[src/rtl/anc_lms_filter_if.sv]
// anc_lms_filter_if
// Sample handshake and data bundle between the ANC sample source (bench or
// mic front end) and the adaptive LMS filter.
//   ready_in            one-cycle pulse, new sample pair valid
//   adapt_en_in         1 = adapt coefficients for this sample
//   x_sample_in         signed Q1.15 ambient reference sample
//   error_sample_in     signed Q1.15 error sample for the previous output
//   speaker_output_out  signed 8-bit anti-noise sample
//   done_out            one-cycle pulse, speaker_output_out updated
//   busy_out            filter is processing a sample
//   overrun_out         sticky, a sample arrived while busy
// master = sample source, slave = filter.
interface anc_lms_filter_if;
   logic              ready_in;
   logic              adapt_en_in;
   logic signed [15:0] x_sample_in;
   logic signed [15:0] error_sample_in;
   logic signed [7:0]  speaker_output_out;
   logic              done_out;
   logic              busy_out;
   logic              overrun_out;

   modport master (
      output ready_in, adapt_en_in, x_sample_in, error_sample_in,
      input  speaker_output_out, done_out, busy_out, overrun_out
   );

   modport slave (
      input  ready_in, adapt_en_in, x_sample_in, error_sample_in,
      output speaker_output_out, done_out, busy_out, overrun_out
   );
endinterface

[src/rtl/anc_lms_filter.sv]
// anc_lms_filter
// Time-multiplexed adaptive LMS FIR producing the ANC speaker drive. One MAC
// per cycle: a sample pair is accepted in IDLE, every coefficient is adapted
// against the pre-insertion history, the new reference sample is inserted,
// the FIR sum is accumulated serially and the saturated result is published
// with a one-cycle done pulse (2*NUM_TAPS+2 cycles after the accepting edge).
// Ports:
//   clk_in    system clock
//   rst_n_in  asynchronous active-low reset (clears coefficients and history)
//   bus       anc_lms_filter_if.slave sample handshake and data
module anc_lms_filter #(
   parameter int NUM_TAPS = 32,
   parameter int MU_SHIFT = 12,
   parameter int COEF_W   = 16
) (
   input  logic               clk_in,
   input  logic               rst_n_in,
   anc_lms_filter_if.slave    bus
);

   localparam int PTR_W  = $clog2(NUM_TAPS);
   localparam int PROD_W = COEF_W + 16;
   localparam int ACC_W  = PROD_W + PTR_W;
   localparam int UPD_W  = ((COEF_W > 32) ? COEF_W : 32) + 1;

   localparam logic signed [UPD_W-1:0] COEF_MAX = UPD_W'((1 << (COEF_W - 1)) - 1);
   localparam logic signed [UPD_W-1:0] COEF_MIN = UPD_W'(-(1 << (COEF_W - 1)));
   localparam logic [PTR_W-1:0]        LAST_TAP = PTR_W'(NUM_TAPS - 1);

   typedef enum logic [2:0] {
      S_IDLE,
      S_UPDATE,
      S_INSERT,
      S_FILTER,
      S_OUTPUT
   } state_t;

   state_t state, state_nxt;

   logic signed [COEF_W-1:0] coef [NUM_TAPS];
   logic signed [15:0]       hist [NUM_TAPS];

   logic [PTR_W-1:0]   wr_ptr;
   logic [PTR_W-1:0]   tap_cnt;
   logic signed [15:0] x_lat;
   logic signed [15:0] e_lat;
   logic               adapt_lat;
   logic signed [ACC_W-1:0] acc;
   logic signed [7:0]  speaker;
   logic               done;
   logic               overrun;

   function automatic logic signed [COEF_W-1:0] sat_coef(input logic signed [UPD_W-1:0] v);
      if (v > COEF_MAX)
         return COEF_MAX[COEF_W-1:0];
      else if (v < COEF_MIN)
         return COEF_MIN[COEF_W-1:0];
      else
         return v[COEF_W-1:0];
   endfunction

   function automatic logic signed [7:0] sat8(input logic signed [ACC_W-1:0] v);
      if (v > ACC_W'(127))
         return 8'sd127;
      else if (v < ACC_W'(-128))
         return -8'sd128;
      else
         return v[7:0];
   endfunction

   // Tap k lives at (wr_ptr - 1 - k); tap 0 is the newest sample.
   logic [PTR_W-1:0]          tap_addr;
   logic signed [15:0]        x_tap;
   logic signed [COEF_W-1:0]  w_tap;
   logic signed [31:0]        ex_prod;
   logic signed [31:0]        ex_shift;
   logic signed [UPD_W-1:0]   upd_sum;
   logic signed [COEF_W-1:0]  w_next;
   logic signed [PROD_W-1:0]  wx_prod;
   logic signed [ACC_W-1:0]   acc_next;
   logic signed [ACC_W-1:0]   acc_shift;
   logic                      last_tap;

   assign tap_addr  = wr_ptr - PTR_W'(1) - tap_cnt;
   assign x_tap     = hist[tap_addr];
   assign w_tap     = coef[tap_cnt];
   assign ex_prod   = 32'(e_lat) * 32'(x_tap);
   assign ex_shift  = ex_prod >>> MU_SHIFT;
   // Minus sign: the downstream stage adds the speaker output to ambient.
   assign upd_sum   = UPD_W'(w_tap) - UPD_W'(ex_shift);
   assign w_next    = sat_coef(upd_sum);
   assign wx_prod   = PROD_W'(w_tap) * PROD_W'(x_tap);
   assign acc_next  = acc + ACC_W'(wx_prod);
   assign acc_shift = acc >>> 23;
   assign last_tap  = (tap_cnt == LAST_TAP);

   always_ff @(posedge clk_in or negedge rst_n_in) begin
      if (!rst_n_in)
         state <= S_IDLE;
      else
         state <= state_nxt;
   end

   always_comb begin
      state_nxt = state;
      case (state)
         S_IDLE:   if (bus.ready_in) state_nxt = S_UPDATE;
         S_UPDATE: if (last_tap)     state_nxt = S_INSERT;
         S_INSERT:                   state_nxt = S_FILTER;
         S_FILTER: if (last_tap)     state_nxt = S_OUTPUT;
         S_OUTPUT:                   state_nxt = S_IDLE;
         default:                    state_nxt = S_IDLE;
      endcase
   end

   always_ff @(posedge clk_in or negedge rst_n_in) begin
      if (!rst_n_in) begin
         wr_ptr    <= '0;
         tap_cnt   <= '0;
         x_lat     <= '0;
         e_lat     <= '0;
         adapt_lat <= 1'b0;
         acc       <= '0;
         speaker   <= '0;
         done      <= 1'b0;
         overrun   <= 1'b0;
         for (int i = 0; i < NUM_TAPS; i++) begin
            coef[i] <= '0;
            hist[i] <= '0;
         end
      end else begin
         done <= 1'b0;
         // Only IDLE accepts a sample; anything else (OUTPUT included) is an overrun.
         if (bus.ready_in && (state != S_IDLE))
            overrun <= 1'b1;
         case (state)
            // Latch the sample pair
            S_IDLE: begin
               if (bus.ready_in) begin
                  x_lat     <= bus.x_sample_in;
                  e_lat     <= bus.error_sample_in;
                  adapt_lat <= bus.adapt_en_in;
                  tap_cnt   <= '0;
               end
            end
            // Coefficient update against pre-insertion history
            S_UPDATE: begin
               if (adapt_lat)
                  coef[tap_cnt] <= w_next;
               tap_cnt <= tap_cnt + PTR_W'(1);
            end
            // History insert; the oldest entry is overwritten
            S_INSERT: begin
               hist[wr_ptr] <= x_lat;
               wr_ptr       <= wr_ptr + PTR_W'(1);
               acc          <= '0;
               tap_cnt      <= '0;
            end
            // Serial FIR accumulation
            S_FILTER: begin
               acc     <= acc_next;
               tap_cnt <= tap_cnt + PTR_W'(1);
            end
            // Publish
            S_OUTPUT: begin
               speaker <= sat8(acc_shift);
               done    <= 1'b1;
            end
            default: ;
         endcase
      end
   end

   assign bus.speaker_output_out = speaker;
   assign bus.done_out           = done;
   assign bus.busy_out           = (state != S_IDLE);
   assign bus.overrun_out        = overrun;

endmodule

[src/flat_wrapper.sv]
// flat-port wrapper written by rule: the top's interface ports become plain ports
module anc_lms_filter_flat 
#(
   parameter int NUM_TAPS = 32,
   parameter int MU_SHIFT = 12,
   parameter int COEF_W   = 16
)
  (clk_in, rst_n_in, bus_ready_in, bus_adapt_en_in, bus_x_sample_in, bus_error_sample_in, bus_speaker_output_out, bus_done_out, bus_busy_out, bus_overrun_out);
  anc_lms_filter_if bus_i ();
  input  logic clk_in;
  input  logic rst_n_in;
  input wire logic [$bits(bus_i.ready_in)-1:0] bus_ready_in;
  input wire logic [$bits(bus_i.adapt_en_in)-1:0] bus_adapt_en_in;
  input wire logic [$bits(bus_i.x_sample_in)-1:0] bus_x_sample_in;
  input wire logic [$bits(bus_i.error_sample_in)-1:0] bus_error_sample_in;
  output wire logic [$bits(bus_i.speaker_output_out)-1:0] bus_speaker_output_out;
  output wire logic [$bits(bus_i.done_out)-1:0] bus_done_out;
  output wire logic [$bits(bus_i.busy_out)-1:0] bus_busy_out;
  output wire logic [$bits(bus_i.overrun_out)-1:0] bus_overrun_out;
  assign bus_i.ready_in = bus_ready_in;
  assign bus_i.adapt_en_in = bus_adapt_en_in;
  assign bus_i.x_sample_in = bus_x_sample_in;
  assign bus_i.error_sample_in = bus_error_sample_in;
  assign bus_speaker_output_out = bus_i.speaker_output_out;
  assign bus_done_out = bus_i.done_out;
  assign bus_busy_out = bus_i.busy_out;
  assign bus_overrun_out = bus_i.overrun_out;
  anc_lms_filter #(.NUM_TAPS(NUM_TAPS), .MU_SHIFT(MU_SHIFT), .COEF_W(COEF_W)) u_core (.clk_in(clk_in), .rst_n_in(rst_n_in), .bus(bus_i));
endmodule
[config.mk]
export PLATFORM = sky130hd
export DESIGN_NAME = anc_lms_filter_flat
export DESIGN_NICKNAME = d
export VERILOG_FILES = /design/src/rtl/anc_lms_filter_if.sv /design/src/rtl/anc_lms_filter.sv /design/src/flat_wrapper.sv
export SDC_FILE = /design/constraint.sdc
export NUM_CORES = 2
export LEC_CHECK = 0
export CAP_MARGIN = 20
export CELL_PAD_IN_SITES_DETAIL_PLACEMENT = 1
export CELL_PAD_IN_SITES_GLOBAL_PLACEMENT = 2
export CORE_MARGIN = 8
export CORE_UTILIZATION = 49
export CTS_BUF_LIST = sky130_fd_sc_hd__clkbuf_4
export CTS_CLUSTER_DIAMETER = 50
export DETAILED_ROUTE_END_ITERATION = 8
export GPL_TIMING_DRIVEN = 1
export PLACE_DENSITY_LB_ADDON = 0.1
export SETUP_SLACK_MARGIN = 0.02
export SYNTH_ARGS = -nofsm -noshare
export SYNTH_HDL_FRONTEND = slang
export SYNTH_SLANG_ARGS = --single-unit
[constraint.sdc]
create_clock -name clk_in -period 30.8 [get_ports clk_in]
set_input_delay 6.16 -clock clk_in [delete_from_list [all_inputs] [get_ports clk_in]]
set_output_delay 6.16 -clock clk_in [all_outputs]
set_load 0.1 [all_outputs]
-- Word-level counts from Yosys, hierarchy flattened
Cells that the tools add are included.
- memories: 0
- register bits after elaboration: 1117
- memory bits (writable): 0
- memory bits (read-only): 0
- latch bits: 0
- input bits: 36
- logic and storage cells: 138
- shift operators: 0
- multiplexer cells: 24
- eq/ne operators: 8
- magnitude comparators: 9
- bitwise gates (word level): 3
- div/mod/pow operators: 0
- reductions and logical operators: 12
- $mul: 2
- $add $sub $neg: 6
- operators by type and width (kind ; number):
    bitwise mux 512 bit ; 2
    binary-select mux 16 bit (select 5 bit) ; 2
    demux 16 bit (select 5 bit) ; 2
    two-way mux 16 bit ; 8
    one-hot mux 37 bit (2 select lines) ; 1
    multiplier 16 x 16 -> 32 bit ; 2
    adder 37 x 32 -> 37 bit ; 1
    greater-than comparator 33 x 16 -> 1 bit (second input constant) ; 1
    less-than comparator 33 x 16 -> 1 bit (second input constant) ; 1
    subtractor 16 x 20 -> 21 bit ; 1
    greater-or-equal comparator 6 bit (second input constant) ; 3
    inverter 5 -> 6 bit ; 3
    two-way mux 8 bit ; 2
    one-hot mux 5 bit (3 select lines) ; 1
    greater-than comparator 14 x 8 -> 1 bit (second input constant) ; 1
    less-than comparator 14 x 8 -> 1 bit (second input constant) ; 1
    less-than comparator 6 x 1 -> 1 bit (second input constant) ; 2
    one-hot mux 3 bit (4 select lines) ; 1
    adder 5 x 1 -> 5 bit (second input constant) ; 2
    two-way mux 3 bit ; 3
    equality test 3 x 2 -> 1 bit (second input constant) ; 2
    AND reduction 2 bit ; 3
    nonzero test 3 bit ; 2
    equality test 5 bit (second input constant) ; 1
    other kinds (13) ; 16

-- Logic depth before layout (Yosys ltp)
- depth in word-level cells: 12
- depth in mapped cells: 57
- mapped depth without buffers: 44

-- Worst setup path after synthesis
Ideal clock, no wire load.
- path kind: reg-to-reg
- from: register u_core.tap_cnt[0]
- to: register u_core.coef[164] (netlist bit)
- clock period less this slack: 12.938 ns
- library setup time: 0.132 ns
- path buffers: 12
- cell stages (with the launch flop): 53
- required time: 30.668 ns
- arrival: 12.807 ns
- slack: 17.862 ns
- cells stage by stage: dfrtp_1 > buf_2 > buf_2 > buf_2 > clkbuf_1 > inv_1 > ha_1 > fa_1 > buf_2 > buf_2 > clkbuf_1 > buf_2 > buf_1 > mux4_2 > mux4_2 > mux2_2 > clkbuf_1 > and2_1 > [17 not listed] > o21a_1 > o21ai_0 > nand2b_1 > xnor2_1 > ha_1 > inv_1 > nor2_1 > o211ai_1 > a211oi_1 > nor4b_2 > nor2_1 > mux2_2 > a211o_1 > o21ai_1 > buf_2 > a21o_1 > clkbuf_2 > o21ai_0
- longest elaborated chain between the ends: 11
- elaborated cells between the ends (all ways): 21
- those cells by class: add/sub (2); mul (1); order compare (4); mux (11); bitwise (2); reduce/logical (1)
- ends and longest elaborated chain (item ; line ; RTL):
    from (decl) ; anc_lms_filter.sv:44 ; logic [PTR_W-1:0] tap_cnt;
    from (signal assigned) ; anc_lms_filter.sv:150 ; tap_cnt <= tap_cnt + PTR_W'(1);
    from (signal assigned) ; anc_lms_filter.sv:162 ; tap_cnt <= tap_cnt + PTR_W'(1);
    subtractor 5 bit ; anc_lms_filter.sv:84 ; assign tap_addr = wr_ptr - PTR_W'(1) - tap_cnt;
    inverter 5 -> 6 bit (implied by the code) ; anc_lms_filter.sv:85 ; assign x_tap = hist[tap_addr];
    binary-select mux 16 bit (select 5 bit) ; anc_lms_filter.sv:85 ;
    two-way mux 16 bit (implied by the code) (2 in series) ; anc_lms_filter.sv:85 ;
    multiplier 16 x 16 -> 32 bit ; anc_lms_filter.sv:87 ; assign ex_prod = 32'(e_lat) * 32'(x_tap);
    subtractor 16 x 20 -> 21 bit ; anc_lms_filter.sv:90 ; assign upd_sum = UPD_W'(w_tap) - UPD_W'(ex_shift);
    less-than comparator 33 x 16 -> 1 bit ; anc_lms_filter.sv:56 ; else if (v < COEF_MIN)
    two-way mux 16 bit ; anc_lms_filter.sv:56 ;
    two-way mux 16 bit ; anc_lms_filter.sv:54 ; if (v > COEF_MAX)
    bitwise mux 512 bit (*) ; anc_lms_filter.sv:149 ; coef[tap_cnt] <= w_next;
    to (signal, indexed assignment) ; anc_lms_filter.sv:149 ;
    to (decl) ; anc_lms_filter.sv:40 ; logic signed [COEF_W-1:0] coef [NUM_TAPS];
Every way passes the cells marked *; elsewhere a longest branch is shown, timed or not. The select of a mux whose other input is x is not followed.
A chain may end at the register's enable or synchronous reset.

-- Final worst setup path
- from: register u_core.tap_cnt[0]
- to: register u_core.coef[294] (netlist bit)
Same word-level chain as after synthesis.

==> flow_summary.toml <==
[outcome]
status = "finished clean"

[placement]
hpwl_mm = 140.9
dpl-instance-area_um2 = 73210
io_buffers = 46
globalplace.congestion = 0.8226

[die]
rows = 139
die_area_um2 = 156600
core_area_um2 = 143300
boundaryPins = 47
die-height_um = 395.8
die_width_um = 395.8
start_util = 0.4931

[clocking]
cts_num_sinks = 1117
numCtsBuffers = 326
clk_latency_ns = 1.24
root_buffer = "clkbuf_4"
cts_tree = "built"
cts_setup_buffers = 0
clock_path_buffers = 4
holdBufCountCts = 0
htreeDepth = 5
clk_pin_slew_ns = 0.07
cts_resized = 0

[timing]
fin_worst_skew_ns = 0.1336
min_period_ns = 15.01
slew_headroom = 0.2758
tightest_slew_ns = 1.086
clock.fmax_mhz = 66.64
drv_slew = 0
grt_setup_unrepaired = "no"
tns_ns = 0
setup_violations = 0
finalHoldViolations = 0
fin_crit_sh = 0.4872

[pwr]
p_leak_nw = 37.02
power.share.clock = 0.469
total_power_w = 0.002927
ir_worst_vdd_mv = 0.03052
sw_frac_of_total = 0.2416
power_density_nw_per_um2 = 37.74
p_int_w = 0.002220
comb_power_share = 0.023
p_switching_w = 0.0007071
power_frac_seq = 0.508

[layout]
area_delta_synth_final_pct = 9.758
drive_gt1_frac = 0.2373
fin_area_um2 = 77560
final_core_util = 0.5412
nets = 7115

[setup_path]
cpMostUsedCell = "fa_1"
startpoint_type = "flip-flop"
path_buf_inv = 9
cp_slowest_cell = "fa_4"
rr_worst_depth = 42
worstPathMaxFanout = 51
worstPathArrival_ns = 15.99
critical_path.top_delay_family = "adder cells"
cp.depth = 42
criticalPathCategory = "flip-flop to flip-flop"
r2r_slack_ns = 15.79
critPathRequiredTime_ns = 31.79
end_kind = "flip-flop"
max_stage_delay_ns = 1.32

[global_routing]
grt_pass1_wl_mm = 330.4
antenna_found_initial = 14
grt_start_max_net_pins = 180
overflow = 0
grt_usage = 0.2733
grt_pass1_vias = 53690

[synth]
synthTopCellsByArea = "dfrtp_1 40%, fa_1 17%, mux4_2 8.9%"
yosysSeqAreaShare = 0.3955
synth.most_common_cell = "dfrtp_1"
synth.distinct_cells = 70
ys.flop_type = "dfrtp_1"
async_reset_ff_frac = 1.000
yosys_warnings = 0
synth_nets = 6998
synthTopCellsByCount = "1,117 x dfrtp_1, 932 x nand2_1, 608 x inv_1"
yosys.area.top_type_share = 0.3955
synth.avg_cell_area_um2 = 11.47
netlist_instances = 6160
synth-edff-count = 0
synth_top_area_cell = "dfrtp_1"
ys_ff_latch = 1117
syn-cell-area_um2 = 70670

[drt]
ant_nets = 0
first_pass_iters = 5
wl_per_cell_um = 24.96
drtIter0Drc = 2742
dr_total_vias = 47910
vias_per_cell = 5.699
drc = 0
wl_mm = 209.8

[run]
drv_cap = 0

[hold_path]
hp-class = "flip-flop to flip-flop"
min_path_cells = 1
-- worst reg2reg max path: cells and delay by family, from the launching register on --
kind / cells / cell delay [ns]
fa+ha+maj: 10 / 5.31
compound gates: 13 / 3.77
buf+inv: 9 / 2.25
simple gates: 7 / 1.55
mux: 3 / 1.04
flops: 1 / 0.85
-- layout by cell type (no fill, tap or decap), drive strengths merged, types with 22 or more instances in the layout --
master,synthesis,final
o22ai,46,46
a21oi,66,66
clkinv,4,58
dfrtp,1117,1117
xnor2,57,57
nor2,170,170
inv,610,612
mux4,278,278
clkbuf,352,485
fa,583,583
a21o,57,57
mux2,553,553
nand2,932,932
nand3,51,51
buf,59,155
xor2,30,30
nand2b,22,22
o21ai,595,595
ha,219,219
clkdlybuf4s50,0,45
and2,152,152
-- sequential cells by signal (all words and copies together), names as in the netlist, 5 cells and up --
name	cells
u_core.acc	37
u_core.bus.speaker_output_out	8
u_core.coef	512
u_core.e_lat	16
u_core.hist	512
u_core.tap_cnt	5
u_core.wr_ptr	5
u_core.x_lat	16
-- final timing paths --
kind | to | start
setup / recovery | u_core.coef[294] | u_core.tap_cnt[0]
min in group asynchronous | u_core.hist[198] | rst_n_in
setup reg to reg | u_core.coef[294] | u_core.tap_cnt[0]
hold reg to reg | u_core.bus.overrun_out | u_core.bus.overrun_out
max in group asynchronous | u_core.acc[35] | rst_n_in
hold / removal | u_core.bus.overrun_out | u_core.bus.overrun_out
-- metal layers --
| metal | vias to the layer above | routed length (µm) | global-route usage |
|---|---|---|---|
| met4 | 6 | 6138 | 0.08360 |
| met5 | - | 51 | 0 |
| met3 | 432 | 10290 | 0.04725 |
| li1 | 20950 | - | - |
| met2 | 1131 | 99950 | 0.4435 |
| met1 | 25390 | 93410 | 0.3791 |
-- final cells by class --
cell class / count / area, µm²
fill: 15120 / 65750
multi-input combinational: 4018 / 38970
clock inverter: 60 / 297.8
timing repair buffer: 200 / 1989
antenna: 9 / 22.52
clock buffer: 485 / 3641
sequential: 1117 / 27960
inverter: 614 / 2305
tap: 1903 / 2381
-- kinds of logic after synthesis --
logic type | after synthesis | share of synthesized area
and+or+nand+nor | 1425 | 0.08697
DFF | 1117 | 0.3955
buffers and inverters | 1025 | 0.05600
AOI/OAI and AO/OA | 869 | 0.06948
muxes | 835 | 0.1773
adders and majority gates | 802 | 0.2039
xor gates and xnor gates | 87 | 0.01078
-- per-stage QoR --
step / setup WS (ns) / hold slack (ns) / std cells
floorplan: 17.86 / 0.4446 / 6160
global placement: 16.00 / 0.4416 / 7833
detailed placement: 15.62 / 0.4652 / 7836
CTS: 15.48 / 0.4781 / 8381
global route: 14.92 / 0.4939 / 8403
finish: 15.79 / 0.4729 / 8406
-- power groups by stage --
stage	Sequential [W]	Clock (W)	Combinational (W)
after CTS	0.00149	0.00142	0.0000616
after global placement	0.00152	0	0.0000583
after floorplan	0.00150	0	0.0000241
after global routing	0.00149	0.00149	0.0000765
final	0.00149	0.00137	0.0000667
after detailed placement	0.00152	0	0.0000610
Note: power is estimated with default switching activity, not from simulation.
